[src/rtl/lcd_time_scheduler.sv]
// lcd_time_scheduler: builds one 11-transfer LCD frame (address command plus
// "MM:SS.CC M") per refresh request and streams it over a valid/ready link.
// The time and mode are snapshotted at frame start, so a frame never tears.
module lcd_time_scheduler (
  input  logic        clk_in,
  input  logic        reset_in,
  input  logic [2:0]  state_in,
  input  logic [23:0] live_bcd,
  input  logic        refresh_tick,
  input  logic        lcd_ready,
  output logic        lcd_valid,
  output logic        lcd_rs,
  output logic [7:0]  lcd_data,
  output logic        busy,
  output logic        frame_done
);

  localparam logic [7:0] LCD_ADDR = 8'h80;

  typedef enum logic {S_IDLE, S_SEND} fsm_t;

  fsm_t        r_fsm, w_fsm_nxt;
  logic [2:0]  r_prev_state;
  logic [23:0] r_lap_bcd;
  logic        r_pending;
  logic [23:0] r_snap_bcd;
  logic [7:0]  r_snap_mode;
  logic [3:0]  r_idx;

  logic [2:0]  w_state;
  logic        w_lap_mode;
  logic        w_lap_capture;
  logic [23:0] w_lap_nxt;
  logic        w_set;
  logic        w_start;
  logic        w_accept;
  logic        w_last;
  logic [3:0]  w_idx_nxt;
  logic [7:0]  w_mode;

  // BCD nibble to ASCII; anything outside 0-9 shows as '?'
  function automatic logic [7:0] f_digit(input logic [3:0] nib);
    logic [7:0] c;
    if (nib > 4'd9) c = 8'h3F;
    else            c = 8'h30 + {4'h0, nib};
    return c;
  endfunction

  // Byte for frame item idx, built from the frame snapshot
  function automatic logic [7:0] f_item(input logic [3:0] idx,
                                        input logic [23:0] bcd,
                                        input logic [7:0] mode);
    logic [7:0] c;
    case (idx)
      4'd0:    c = LCD_ADDR;
      4'd1:    c = f_digit(bcd[23:20]);
      4'd2:    c = f_digit(bcd[19:16]);
      4'd3:    c = 8'h3A;
      4'd4:    c = f_digit(bcd[15:12]);
      4'd5:    c = f_digit(bcd[11:8]);
      4'd6:    c = 8'h2E;
      4'd7:    c = f_digit(bcd[7:4]);
      4'd8:    c = f_digit(bcd[3:0]);
      4'd9:    c = 8'h20;
      default: c = mode;
    endcase
    return c;
  endfunction

  // Codes 5-7 behave exactly like "cleared"
  assign w_state       = (state_in > 3'd4) ? 3'd0 : state_in;
  assign w_lap_mode    = (w_state == 3'd3) || (w_state == 3'd4);
  assign w_lap_capture = (w_state == 3'd3) && (r_prev_state == 3'd2);
  // Forwarded lap value so a frame starting on the 2->3 cycle sees the capture
  assign w_lap_nxt     = w_lap_capture      ? live_bcd :
                         (w_state == 3'd0)  ? 24'h0    : r_lap_bcd;
  assign w_set         = refresh_tick || (w_state != r_prev_state);
  assign w_start       = (r_fsm == S_IDLE) && r_pending;
  assign w_accept      = lcd_valid && lcd_ready;
  assign w_last        = (r_fsm == S_SEND) && w_accept && (r_idx == 4'd10);
  assign w_idx_nxt     = r_idx + 4'd1;

  // Mode letter shown in the last column
  always_comb begin
    w_mode = 8'h2D;
    case (w_state)
      3'd1:       w_mode = 8'h53;
      3'd2:       w_mode = 8'h52;
      3'd3, 3'd4: w_mode = 8'h4C;
      default:    w_mode = 8'h2D;
    endcase
  end

  // FSM state register
  always_ff @(posedge clk_in) begin
    if (reset_in) r_fsm <= S_IDLE;
    else          r_fsm <= w_fsm_nxt;
  end

  // FSM next state: idle until a request is pending, send until item 10 is taken
  always_comb begin
    w_fsm_nxt = r_fsm;
    case (r_fsm)
      S_IDLE:  if (r_pending) w_fsm_nxt = S_SEND;
      S_SEND:  if (w_last)    w_fsm_nxt = S_IDLE;
      default: w_fsm_nxt = S_IDLE;
    endcase
  end

  // Lap latch, request merging, snapshot and the transfer stream
  always_ff @(posedge clk_in) begin
    if (reset_in) begin
      r_prev_state <= 3'd0;
      r_lap_bcd    <= 24'h0;
      r_pending    <= 1'b1;
      r_snap_bcd   <= 24'h0;
      r_snap_mode  <= 8'h2D;
      r_idx        <= 4'd0;
      lcd_valid    <= 1'b0;
      lcd_rs       <= 1'b0;
      lcd_data     <= 8'h00;
      busy         <= 1'b0;
      frame_done   <= 1'b0;
    end else begin
      r_prev_state <= w_state;
      r_lap_bcd    <= w_lap_nxt;
      // a new request in the start cycle survives into the next frame
      r_pending    <= w_set || (r_pending && !w_start);
      frame_done   <= 1'b0;
      if (w_start) begin
        r_snap_bcd  <= w_lap_mode ? w_lap_nxt : live_bcd;
        r_snap_mode <= w_mode;
        r_idx       <= 4'd0;
        lcd_valid   <= 1'b1;
        lcd_rs      <= 1'b0;
        lcd_data    <= LCD_ADDR;
        busy        <= 1'b1;
      end else if ((r_fsm == S_SEND) && w_accept) begin
        if (r_idx == 4'd10) begin
          lcd_valid  <= 1'b0;
          busy       <= 1'b0;
          frame_done <= 1'b1;
        end else begin
          r_idx    <= w_idx_nxt;
          lcd_rs   <= 1'b1;
          lcd_data <= f_item(w_idx_nxt, r_snap_bcd, r_snap_mode);
        end
      end
    end
  end

endmodule
[config.mk]
export PLATFORM = sky130hd
export DESIGN_NAME = lcd_time_scheduler
export DESIGN_NICKNAME = d
export VERILOG_FILES = /design/src/rtl/lcd_time_scheduler.sv
export SDC_FILE = /design/constraint.sdc
export NUM_CORES = 1
export LEC_CHECK = 0
export ABC_AREA = 0
export CELL_PAD_IN_SITES_DETAIL_PLACEMENT = 1
export CELL_PAD_IN_SITES_GLOBAL_PLACEMENT = 1
export CORE_AREA = 4 4 98 100
export CTS_CLUSTER_DIAMETER = 120
export DETAILED_ROUTE_END_ITERATION = 10
export DIE_AREA = 0 0 102 104
export MAX_ROUTING_LAYER = met4
export PLACE_DENSITY = 0.82
export RECOVER_POWER = 100
export SLEW_MARGIN = 5
export SYNTH_ARGS = -nofsm -noshare
export SYNTH_HDL_FRONTEND = slang
export SYNTH_SLANG_ARGS = --single-unit
export TNS_END_PERCENT = 100
[constraint.sdc]
create_clock -name clk_in -period 2.28 [get_ports clk_in]
set_clock_uncertainty 0.05 [all_clocks]
set_input_delay 0.228 -clock clk_in [delete_from_list [all_inputs] [get_ports clk_in]]
set_output_delay 0.228 -clock clk_in [all_outputs]
set_load 0.05 [all_outputs]
Yosys cells after proc, flatten, opt, wreduce, memory -nomap -nowiden. Cells that the tools add are included.

Flip-flop bits (word level): 76. Output and inout bits: 12. Input port bits: 31.

Bitwise operators: 3. Reductions and logical operators: 20. Add/subtract/negate cells: 7. Magnitude comparators: 7. Muxes and demuxes: 22. Equality and inequality tests: 17.

Operators with widths (count): $pmux 8 s10 (1); $mux 24 (3); $add 6x4->7 const A (6); $mux 7 (6); $gt 4x4->1 const B (6); $mux 8 (3); $pmux 7 s3 (1); $eq 4x3->1 const B (4); $eq 4x4->1 const B (3); $eq 3x2->1 const B (3); $eq 4x2->1 const B (2); $logic_and 1x1->1 (6); $mux 1 (6); $reduce_and 2->1 (3); $add 4x1->4 const B (1); $eq 4x1->1 const B (1); $logic_not 4->1 (1); $reduce_bool 2->1 (2); $reduce_or 2->1 (2); $eq 3x1->1 const B (1); $eq 3x3->1 const B (1); $gt 3x3->1 const B (1); $logic_not 3->1 (1); $logic_or 1x1->1 (3); other kinds (7) (9).

Longest topological paths before layout. Gate-level depths: netlist (run 1).

Word-level depth: 6. Gate-level depth with buffers: 9. Gate-level depth less buffers: 8.

Least setup slack after synthesis (run 1). Ideal clock, no wire load.

Path kind: flip-flop to flip-flop. Start point: register r_idx[0]. End point: register lcd_data[6]. Required time: 2160 ps. Clock period less this slack: 2102 ps. Arrival time: 1982 ps. Path slack: 178 ps. Setup time: 70 ps. Buffers on the path: 1. Cell stages (with the launch flop): 9. Cell sequence: dfxtp_1 > ha_1 > buf_2 > or3b_1 > a21oi_1 > a211o_2 > nand3_2 > or4_1 > a21oi_1.

Cells in the longest elaborated chain, start to end: 3. Elaborated cells on any way between the ends: 15. Classes of those cells: 1 x add/sub; 10 x eq/ne; 1 x mux; 1 x bitwise; 2 x reduce/logical.

Ends and longest elaborated chain: start: declaration (line 28) `logic [3:0] r_idx;`; start signal: assignment (line 144) `r_idx <= w_idx_nxt;`; $add 4x1->4 or $eq 4x4->1 (tied branches) (line 81, 139); $eq 4x4->1, or another cell as far along (line 54) `case (idx)`; $pmux 8 s10 or $reduce_and 2->1 (tied branches); end signal: assignment (line 146) `lcd_data <= f_item(w_idx_nxt, r_snap_bcd, r_snap_mode);`; end: declaration (line 13) `output logic [7:0] lcd_data,`.

Several ways; a longest one is shown, not always the timed one. A chain may end at the register's enable or synchronous reset.

Worst setup path in the final report (run 1). Ends and elaborated chain as after synthesis.

==> results of run 1 <==
[per-stage QoR]
| step | setup WS [ns] | total power [mW] | setup TNS (ns) | utilization (%) | instance area [um2] |
|---|---|---|---|---|---|
| 2_1_floorplan | 0.178 | 1.62 | 0 | - | 3540 |
| 3_3_place_gp | 0.123 | 1.77 | 0 | 47.9 | 4160 |
| 3_5_place_dp | 0.0302 | 1.79 | 0 | 47.9 | 4160 |
| 4_1_cts | 0.0151 | 3.08 | 0 | 50.8 | 4410 |
| 5_1_grt | -0.0378 | 3.17 | -0.0640 | 50.7 | 4400 |
| 6_report | 0.110 | 3.04 | 0 | 50.7 | 4400 |
[flip-flops by register name (all words and copies together), names as in the netlist]
name,cells
r_prev_state,3
r_fsm,1
frame_done,1
r_idx,4
r_lap_bcd,24
r_snap_mode,5
lcd_data,8
r_pending,1
lcd_rs,1
r_snap_bcd,24
busy,1
[layout make-up]
type | count | area (um2)
fill | 1083 | 4280
sequential | 73 | 1460
clock buffer | 12 | 155
multi-input combinational | 348 | 1910
tap | 108 | 135
inverter | 9 | 33.8
clock inverter | 4 | 98.8
timing repair buffer | 65 | 606
[cells by family (layout without fill, tap and decap cells)]
logic type | after synthesis | in the layout | share of synthesized area, %
AO/OA/AOI/OAI | 126 | 126 | 23.0
multiplexers | 1 | 1 | 0.283
AND/OR/NAND/NOR | 212 | 212 | 27.4
XOR/XNOR | 5 | 5 | 1.24
adder cells (fa/ha/maj) | 4 | 4 | 1.41
buffers and inverters | 46 | 90 | 5.41
flip-flops | 73 | 73 | 41.3
[cell usage in the layout, fill, tap and decap left out, types with 2 or more instances in the layout]
cell,netlist,layout
nand2b_1,7,7
clkdlybuf4s50_1,0,28
buf_4,1,14
buf_12,0,3
a21oi_1,49,48
xnor2_1,5,4
or4_1,2,2
a211oi_1,3,3
bufinv_16,0,3
clkbuf_1,27,5
a2111oi_0,2,2
a31oi_1,5,5
nand2_1,69,69
nand3_1,56,56
o22ai_1,7,6
clkbuf_2,0,3
a221oi_1,2,2
nand4_1,3,3
nand3b_1,2,2
dfxtp_1,73,72
nor3_1,6,5
o21ai_1,3,3
clkbuf_8,0,11
ha_1,4,3
dlygate4sd3_1,0,13
a311oi_1,24,24
nor3b_1,2,2
o21a_1,4,4
o221ai_1,2,2
nor2_1,52,52
and3_1,3,3
o21ai_0,17,17
inv_1,8,8
[power groups by stage]
stage / registers [mW] / clock network, mW / logic, mW
4_1_cts: 1.38 / 1.31 / 0.380
3_3_place_gp: 1.41 / 0 / 0.367
6_report: 1.38 / 1.28 / 0.373
3_5_place_dp: 1.41 / 0 / 0.376
5_1_grt: 1.39 / 1.36 / 0.413
2_1_floorplan: 1.41 / 0 / 0.207
[critical path: cells and delay by family (launching register included)]
kind | cells | cell delay [ns]
AO/OA/AOI/OAI | 3 | 0.44
adder cells (fa/ha/maj) | 1 | 0.23
AND/OR/NAND/NOR | 3 | 1.02
flip-flops | 1 | 0.36
[routing by layer]
layer	GRT usage [%]	routed length [um]	up-vias
met4	8.81	376	0
met2	35.3	5330	98
met3	4.43	429	34
met5	-	0	-
li1	-	-	1742
met1	26.5	4740	1760
[worst paths after layout]
path,from,end,slack (ns),cells after the start
max,r_idx[0],lcd_data[6],0.11,7
max reg2reg,r_idx[0],lcd_data[6],0.11,7
min,reset_in,busy,0.26,2
min reg2reg,lcd_data[6],lcd_data[6],0.41,2
[what timing repair did]
item	4_1_cts	5_1_grt
gates resized for setup	0	6
setup endpoints to repair	0	7
hold buffers	0	0
setup buffers	0	0
==> metrics.md, run 1 <==
| Metric | Value |
|---|---|
| Status | `finished, final reports clean` |
| Global route total overflow | `0` |
| Leak | `approximately 1.6 nW` |
| Root Driver | `clkbuf_8` |
| Drt initial violations | `between 150 and 200` |
| Wire per inst | `around 18 um` |
| Synth area leader | `dfxtp_1` |
| Int Pwr | `between 2 and 2.5 mW` |
| Max_cap viols | `0` |
| Fmax | `about 460 MHz` |
| Slew headroom | `30.2%` |
| Main flop type after synthesis | `dfxtp_1` |
| Hold WC Path Type | `primary input to register` |
| Tcrit/Tclk final | `approximately 95%` |
| EDFF count, synth | `0` |
| Setup violators final | `0` |
| Switch share | `about a quarter` |
| DR vias | `approximately 3.6k` |
| Most frequent cells after synthesis | `dfxtp_1, nand2_1, nand3_1, nor2_1, a21oi_1` |
| Fin cells | `around 620` |
| Yosys warnings | `0` |
| Fin crit period | `approximately 2.2 ns` |
| Sequential share of power | `approximately 46%` |
| Synth async-reset ratio | `0%` |
| GRT Total Usage | `a little over a fifth` |
| CTS max path bufs | `2` |
| Vias/cell | `5.87` |
| # nets final | `about 540` |
| Ranking of synthesized cells by area | `dfxtp_1, nand3_1, nand2_1` |
| Setup CP Type | `register to register` |
| Peak supply drop | `about 0.00035 V` |
| CTS buffer count | `9` |
| Biggest cell delay along the critical path | `0.53 ns` |
| DRC | `0` |
| Antenna cell count | `0` |
| Most frequent cell after synthesis | `dfxtp_1` |
| Layout cells sized above 1 | `between 9 and 10%` |
| Initial antenna violation count | `0` |
| Clock Sink Count | `73` |
| Slew Limit Fails | `0` |
| Row count | `34` |
| DIE HEIGHT | `roughly 100 um` |
| Yosys cell types | `just under 50` |
| Skew-Pair Late Insertion Delay | `~0.35 ns` |
| Worst path arrival time | `between 2 and 2.5 ns` |
| Die Area | `roughly 0.011 mm2` |
| Sw Pwr | `0.770 mW` |
| Hold WS | `about 0.26 ns` |
| Synthesized area | `0.00354 mm2` |
| Die Wd | `about 100 um` |
| Syn Nets | `~500` |
| Clock Pin Slew Worst Setup and Hold Paths | `0.08 ns` |
| Mapped Avg Cell Area | `about 7.6 um2` |
| Starting Density | `~41%` |
| FF+latch count, synth | `73` |
| Worst Path Required | `around 2.5 ns` |
| Worst-path cell chain | `ha_2 > or3b_1 > a21oi_2 > a211o_2 > nand3_2 > or4_1 > a21oi_1` |
| First-pass GRT wire length | `approximately 18 mm` |
| Dpl hpwl | `~7.4 mm` |
| Share of the synthesized area in the top cell type | `approximately two fifths` |
| DRT antenna net count | `0` |
| Post-synthesis sequential area ratio | `between 40% and 50%` |
| Initial DRT Pass Iterations | `4` |
| Slew of the pin with the lowest slew margin | `~1.0 ns` |
| Post-Syn Instances | `467` |
| Fin. Hold Viols | `0` |
| Port buffer count | `between 40 and 50` |
| DRT Wirelength | `10.9 mm` |
| Core Box Area | `0.00868 mm2` |
| CP Launch Type | `register` |
| Largest net degree at the start of global routing | `54` |
| CTS tree | `done` |
| Vias in the first global route | `about 3.8k` |
| CP max stage cell | `or4_1` |
| Ports | `43` |
| Worst setup EP type | `register` |
| Area delta synth->final | `24.5%` |
| Clock power frac | `between 40% and 50%` |
| PwrDens | `between 600 and 700 mW/mm2` |
| Number of H-tree levels | `3` |
| Logic pwr share | `about an eighth` |
| Placer Congestion | `0.918` |
| Placed cell count | `between 600 and 700` |
| Worst-path maximum fanout | `7` |
No activity file was read; power rests on OpenSTA's default activity.
==> run 2, diff against run 1 <==
--- a/config.mk
+++ b/config.mk
@@ -5,16 +5,17 @@
 export SDC_FILE = /design/constraint.sdc
 export NUM_CORES = 1
 export LEC_CHECK = 0
-export ABC_AREA = 0
+export ABC_AREA = 1
 export CELL_PAD_IN_SITES_DETAIL_PLACEMENT = 1
 export CELL_PAD_IN_SITES_GLOBAL_PLACEMENT = 1
-export CORE_AREA = 4 4 98 100
+export CORE_AREA = 4 4 101 103
 export CTS_CLUSTER_DIAMETER = 120
 export DETAILED_ROUTE_END_ITERATION = 10
-export DIE_AREA = 0 0 102 104
+export DIE_AREA = 0 0 105 107
 export MAX_ROUTING_LAYER = met4
-export PLACE_DENSITY = 0.82
+export PLACE_DENSITY = 0.8
 export RECOVER_POWER = 100
+export SETUP_SLACK_MARGIN = 0.1
 export SLEW_MARGIN = 5
 export SYNTH_ARGS = -nofsm -noshare
 export SYNTH_HDL_FRONTEND = slang
==> run 2 against run 1 <==
Sequential share of layout area is 0.23 points higher; synthesized area is 2.4% higher; clock power down 17%; fmax is 4.0% higher; hold slack improved by 0.16 ns; critical path type unchanged; critical endpoint is now lcd_data[1]; largest power group unchanged.
==> metrics.md, run 2 <==
| Metric | Value |
|---|---|
| Status | `finished, final reports clean` |
| Fin crit period | `2.09 ns (-0.0830 ns)` |
| Root Driver | `clkbuf_8` |
| Overall power | `2.81 mW (-7.6%)` |
| Worst-path maximum fanout | `6 (-1)` |
| Drt initial violations | `81 (-57%)` |
| Most frequent cell after synthesis | `nor2_1` |
| Hold WC Path Type | `register to register` |
| First-pass GRT wire length | `16.8 mm (-9.4%)` |
| GRT Total Usage | `18.8% (-3.1 points)` |
| Mapped Avg Cell Area | `7.05 um2 (-6.9%)` |
| Row count | `35 (+2.9%)` |
| Antenna cell count | `0 (unchanged)` |
| Top cell family by delay on the critical path | `simple AND/OR/NAND/NOR gates` |
| Slew headroom | `65.9% (+36 points)` |
| Ranking of synthesized cells by area | `dfxtp_1, nor2_1, inv_1` |
| Setup WS post-layout | `0.193 ns (+0.0830 ns)` |
| Post-route design area | `0.00437 mm2 (-0.68%)` |
| Die Area | `0.0112 mm2 (+5.9%)` |
| Hold WS | `0.420 ns (+0.163 ns)` |
| Max_cap viols | `0 (unchanged)` |
| Post-synthesis sequential area ratio | `40.3% (-0.98 points)` |
| Syn Nets | `549 (+9.4%)` |
| Largest net degree at the start of global routing | `49 (-9.3%)` |
| Fill cell count | `1175 (+8.5%)` |
| Peak supply drop | `0.000289 V (-17%)` |
| Core Box Area | `0.00920 mm2 (+6.0%)` |
| PwrDens | `642 mW/mm2 (-7.0%)` |
| Vias/cell | `5.12 (-13%)` |
| Slew of the pin with the lowest slew margin | `0.510 ns (-0.538 ns)` |
| Share of the synthesized area in the top cell type | `40.3% (-0.98 points)` |
| Yosys warnings | `0 (unchanged)` |
| DRT Wirelength | `9.86 mm (-9.4%)` |
| Slew Limit Fails | `0 (unchanged)` |
| Setup violators final | `0 (unchanged)` |
| Synth async-reset ratio | `0% (unchanged)` |
| Vias in the first global route | `3601 (-4.6%)` |
| # nets final | `590 (+9.1%)` |
| Yosys cell types | `36 (-27%)` |
| Die Wd | `105 um (+2.9%)` |
| Worst setup EP type | `register` |
| Clock Sink Count | `73 (unchanged)` |
| Dpl hpwl | `7.18 mm (-2.6%)` |
| Leak | `1.96 nW (+24%)` |
| Placed cell count | `655 (+8.6%)` |
| DR vias | `3435 (-5.5%)` |
| Final Core Density | `47.6% (-3.2 points)` |
| TNS Setup | `0 ns (unchanged)` |
| Fin cells | `671 (+8.4%)` |
| Commonest non-fill, non-tap cell in the layout | `nor2_1` |
| DRT antenna net count | `0 (unchanged)` |
| Sw Pwr | `0.768 mW (-0.28%)` |
| Wire per inst | `14.7 um (-16%)` |
| Main flop type after synthesis | `dfxtp_1` |
| DP Area | `0.00418 mm2 (+0.57%)` |
| Synth area leader | `dfxtp_1` |
| EDFF count, synth | `0 (unchanged)` |
| Worst-path cell chain | `ha_1 > inv_1 > nor3_2 > inv_1 > nand3_1 > nor2_1 > and2_4 > nand2_2 > nand3_1 > nand2_1 > inv_1` |
| Pre-CTS setup slack | `0.250 ns (+0.220 ns)` |
| Initial DRT Pass Iterations | `4 (unchanged)` |
| CP max stage cell | `ha_1` |
| Post-Syn Instances | `514 (+10%)` |
| Synthesized area | `0.00362 mm2 (+2.4%)` |
| Int Pwr | `2.04 mW (-10%)` |
| CTS tree | `done` |
| DIE HEIGHT | `107 um (+2.9%)` |
| Initial antenna violation count | `0 (unchanged)` |
| Crit-path most repeated cell | `inv_1` |
| DRC | `0 (unchanged)` |
| Global route total overflow | `0 (unchanged)` |
| Setup CP Type | `register to register` |
| Worst Path Required | `2.48 ns (-0.03 ns)` |
| Logic pwr share | `13.8% (+1.5 points)` |
| CP Launch Type | `register` |
| CTS buffer count | `9 (unchanged)` |
| Fmax | `479 MHz (+4.0%)` |
| Area delta synth->final | `20.7%` |
| Number of H-tree levels | `3 (unchanged)` |
| CP bufs+invs | `3 (+3)` |
| Worst path arrival time | `2.29 ns (-0.11 ns)` |
| Clock power frac | `37.6% (-4.6 points)` |
| Ports | `43 (unchanged)` |
| RSZ-0062 raised after global routing | `no` |
| FF+latch count, synth | `73 (unchanged)` |
| Most frequent cells after synthesis | `nor2_1, inv_1, dfxtp_1, nand2_1, o21ai_0` |
| Switch share | `27.3% (+2.0 points)` |
| Most frequent cells in the layout | `nor2_1, inv_1, dfxtp_1` |
| Sequential share of power | `48.6% (+3.1 points)` |
| Layout cells sized above 1 | `11.8% (+2.0 points)` |
| CTS max path bufs | `2 (unchanged)` |
| Fin. Hold Viols | `0 (unchanged)` |
| Port buffer count | `42 (unchanged)` |
| Starting Density | `39.4% (-1.4 points)` |
| Top flop regs | `r_lap_bcd (24), r_snap_bcd (24), lcd_data (8)` |
| Skew-Pair Late Insertion Delay | `0.35 ns (about the same)` |
| Tcrit/Tclk final | `91.5% (-3.6 points)` |
| Placer Congestion | `0.931 (+1.4%)` |
| Clock Pin Slew Worst Setup and Hold Paths | `0.08 ns (about the same)` |
| Biggest cell delay along the critical path | `0.43 ns (-0.10 ns)` |
[run 2: layout make-up]
type                    instances  area (um2)  area share [%]
multi-input cells             323        1690            38.6
well taps                     111         139            3.18
repair buffers                 53         523            12.0
clock buffers                  11         151            3.46
inverters                      95         357            8.15
flip-flops and latches         73        1460            33.4
clock inverters                 5        53.8            1.23
[run 2: repair_timing]
| item | CTS | global route |
|---|---|---|
| setup endpoints to repair | 0 | 3 |
| gates resized for setup | 0 | 2 |
| hold buffers | 0 | 0 |
| buffers inserted | 0 | 0 |
[run 2: metal layers]
metal | vias up | track usage [%] | part of all wire, %
li1 | 1722 | - | -
met2 | 48 | 33.9 | 51
met3 | 19 | 2.95 | 2.8
met4 | 0 | 6.47 | 1.7
met5 | - | - | 0
met1 | 1646 | 21.2 | 45
[run 2: kinds of logic (layout without fill, tap and decap cells)]
family / after synthesis / count (layout) / synth area share [%]
simple gates: 201 / 201 / 24.6
buf+inv: 118 / 164 / 12.9
compound gates: 114 / 114 / 19.1
flops: 73 / 73 / 40.3
fa+ha+maj: 4 / 4 / 1.38
xor+xnor: 4 / 4 / 1.69
[run 2: power groups by stage]
stage          logic [mW]  clock network [mW]  registers [mW]
2_1_floorplan       0.217                   0            1.41
3_3_place_gp        0.388                   0            1.39
3_5_place_dp        0.402                   0            1.40
4_1_cts             0.404                1.08            1.37
5_1_grt             0.434                1.14            1.37
6_report            0.389                1.06            1.36
[run 2: worst paths after layout]
kind,startpoint,to,slack [ns],cells past startpoint
max reg2reg,r_idx[0],lcd_data[1],0.19,11
min reg2reg,r_snap_mode[5],r_snap_mode[5],0.42,1
max,r_idx[0],lcd_data[1],0.19,11
min,r_snap_mode[5],r_snap_mode[5],0.42,1
==> run 3, diff against run 2 <==
--- a/config.mk
+++ b/config.mk
@@ -8,10 +8,10 @@
 export ABC_AREA = 1
 export CELL_PAD_IN_SITES_DETAIL_PLACEMENT = 1
 export CELL_PAD_IN_SITES_GLOBAL_PLACEMENT = 1
-export CORE_AREA = 4 4 101 103
+export CORE_AREA = 10 10 107 109
 export CTS_CLUSTER_DIAMETER = 120
 export DETAILED_ROUTE_END_ITERATION = 10
-export DIE_AREA = 0 0 105 107
+export DIE_AREA = 0 0 117 119
 export MAX_ROUTING_LAYER = met4
 export PLACE_DENSITY = 0.8
 export RECOVER_POWER = 100
==> run 3 against run 2 <==
Wire length grew 0.58%; power shrank 3.6%; combinational power shrank 2%; non-clock buffer count is the same; critical path type unchanged; sequential cell count is the same; die area grew 24%; via count shrank 0.47%; hold slack lost 0.00053 ns; first-iteration DRC count grew 120%; sequential share of layout area grew 0.21 points; count of clock-buffer cells in the layout is the same.
==> metrics.md, run 3 (synthesis gave the netlist of run 2 again) <==
| Metric | Value |
|---|---|
| Worst-path maximum fanout | `13 (+7)` |
| Fmax | `504 MHz (+5.1%)` |
| Most frequent cells in the layout | `nor2_1, inv_1, dfxtp_1` |
| Initial antenna violation count | `0 (unchanged)` |
| Layout cells sized above 1 | `11.4% (-0.34 points)` |
| Clock Pin Slew Worst Setup and Hold Paths | `0.07 ns (about the same)` |
| GRT Total Usage | `15.5% (-3.3 points)` |
| Skew-Pair Late Insertion Delay | `0.34 ns (about the same)` |
| Worst setup EP type | `register` |
| Slew Limit Fails | `0 (unchanged)` |
| Fin crit period | `1.99 ns (-0.101 ns)` |
| Ports | `43 (unchanged)` |
| DRT Wirelength | `9.91 mm (+0.58%)` |
| CTS buffer count | `9 (unchanged)` |
| Antenna cell count | `0 (unchanged)` |
| Worst path arrival time | `2.16 ns (-0.13 ns)` |
| First-pass GRT wire length | `17.2 mm (+2.5%)` |
| Max_cap viols | `0 (unchanged)` |
| PwrDens | `624 mW/mm2 (-2.9%)` |
| Fin. Hold Viols | `0 (unchanged)` |
| Number of H-tree levels | `3 (unchanged)` |
| Die Area | `0.0139 mm2 (+24%)` |
| Clock Sink Count | `73 (unchanged)` |
| Top flop regs | `r_lap_bcd (24), r_snap_bcd (24), lcd_data (8)` |
| Starting Density | `38.3% (-1.1 points)` |
| Tcrit/Tclk final | `87.1% (-4.4 points)` |
| Setup CP Type | `register to register` |
| # nets final | `590 (unchanged)` |
| # Post-CTS Setup Buffers | `0 (unchanged)` |
| Commonest non-fill, non-tap cell in the layout | `nor2_1` |
| Hold WC Path Type | `register to register` |
| Fin cells | `673 (+0.30%)` |
| Hold WS | `0.419 ns (-0.000531 ns)` |
| Row count | `36 (+2.9%)` |
| Wire per inst | `14.7 um (+0.28%)` |
| Status | `finished, final reports clean` |
| Core Box Area | `0.00946 mm2 (+2.9%)` |
| Slew headroom | `60.4% (-5.5 points)` |
| TNS Setup | `0 ns (unchanged)` |
| CTS Hold Bufs | `0 (unchanged)` |
| Placed cell count | `658 (+0.46%)` |
| Vias/cell | `5.08 (-0.76%)` |
| DRT antenna net count | `0 (unchanged)` |
| Cts repair resizes | `0 (unchanged)` |
| Largest net degree at the start of global routing | `49 (unchanged)` |
| RSZ-0062 raised after global routing | `no` |
| DIE HEIGHT | `119 um (+11%)` |
| DRC | `0 (unchanged)` |
| Fill cell count | `1204 (+2.5%)` |
| Leak | `1.95 nW (-0.90%)` |
| Setup violators final | `0 (unchanged)` |
| CTS tree | `done` |
| Peak supply drop | `0.000275 V (-5.1%)` |
| Root Driver | `clkbuf_8` |
| Area delta synth->final | `19.8%` |
| Slew of the pin with the lowest slew margin | `0.592 ns (+0.0815 ns)` |
| CTS max path bufs | `2 (unchanged)` |
| Initial DRT Pass Iterations | `4 (unchanged)` |
| Global route total overflow | `0 (unchanged)` |
| Overall power | `2.71 mW (-3.6%)` |
| Dpl hpwl | `7.30 mm (+1.8%)` |
| Vias in the first global route | `3663 (+1.7%)` |
| Final Core Density | `45.9% (-1.7 points)` |
| Die Wd | `117 um (+11%)` |
| Drt initial violations | `180 (+120%)` |
| Worst Path Required | `2.46 ns (-0.02 ns)` |
| Port buffer count | `42 (unchanged)` |
| DR vias | `3419 (-0.47%)` |
| Placer Congestion | `0.930 (about the same)` |
| CP Launch Type | `register` |
## run 3: where the power goes
| part | total, mW | switching, mW | internal (mW) |
|---|---|---|---|
| combinational | 0.383 | 0.241 | 0.143 |
| clock | 0.961 | 0.466 | 0.495 |
| sequential | 1.36 | 0.0339 | 1.33 |
## run 3: final timing paths
check                start     endpoint  slack (ns)  cells past startpoint
setup reg to reg  r_idx[0]  lcd_data[5]        0.29                      9
hold reg to reg     lcd_rs       lcd_rs        0.42                      2
setup / recovery  r_idx[0]  lcd_data[5]        0.29                      9
hold / removal      lcd_rs       lcd_rs        0.42                      2
## run 3: worst max-delay path, cell delays in order (launching register included)
cell	delay [ns]
dfxtp_1	0.32
buf_4	0.16
inv_1	0.11
ha_1	0.21
inv_1	0.08
nor3_1	0.30
nor2_2	0.13
clkbuf_2	0.24
o21ai_0	0.21
a21oi_1	0.06
## run 3: final cells by class
| cell class | instances | area (um2) | share of cell area [%] |
|---|---|---|---|
| repair buffers | 53 | 510 | 11.8 |
| clock buffers | 11 | 131 | 3.03 |
| inverters | 95 | 357 | 8.21 |
| flip-flops and latches | 73 | 1460 | 33.7 |
| multi-input cells | 323 | 1690 | 39.0 |
| clock inverters | 4 | 45.0 | 1.04 |
| well taps | 114 | 143 | 3.29 |
## run 3: per-stage QoR
step           setup slack (ns)  area (um2)
2_1_floorplan             0.459        3620
3_3_place_gp              0.164        4170
3_5_place_dp             0.0312        4170
4_1_cts                   0.315        4350
5_1_grt                  0.0898        4340
6_report                  0.295        4340
## run 3: metal layers
| metal | vias to the layer above | GRT usage, % | wire length (um) |
|---|---|---|---|
| met1 | 1642 | 18.0 | 4430 |
| met3 | 13 | 3.61 | 324 |
| met5 | - | - | 0 |
| met4 | 0 | 4.17 | 112 |
| li1 | 1716 | - | - |
| met2 | 48 | 26.1 | 5040 |
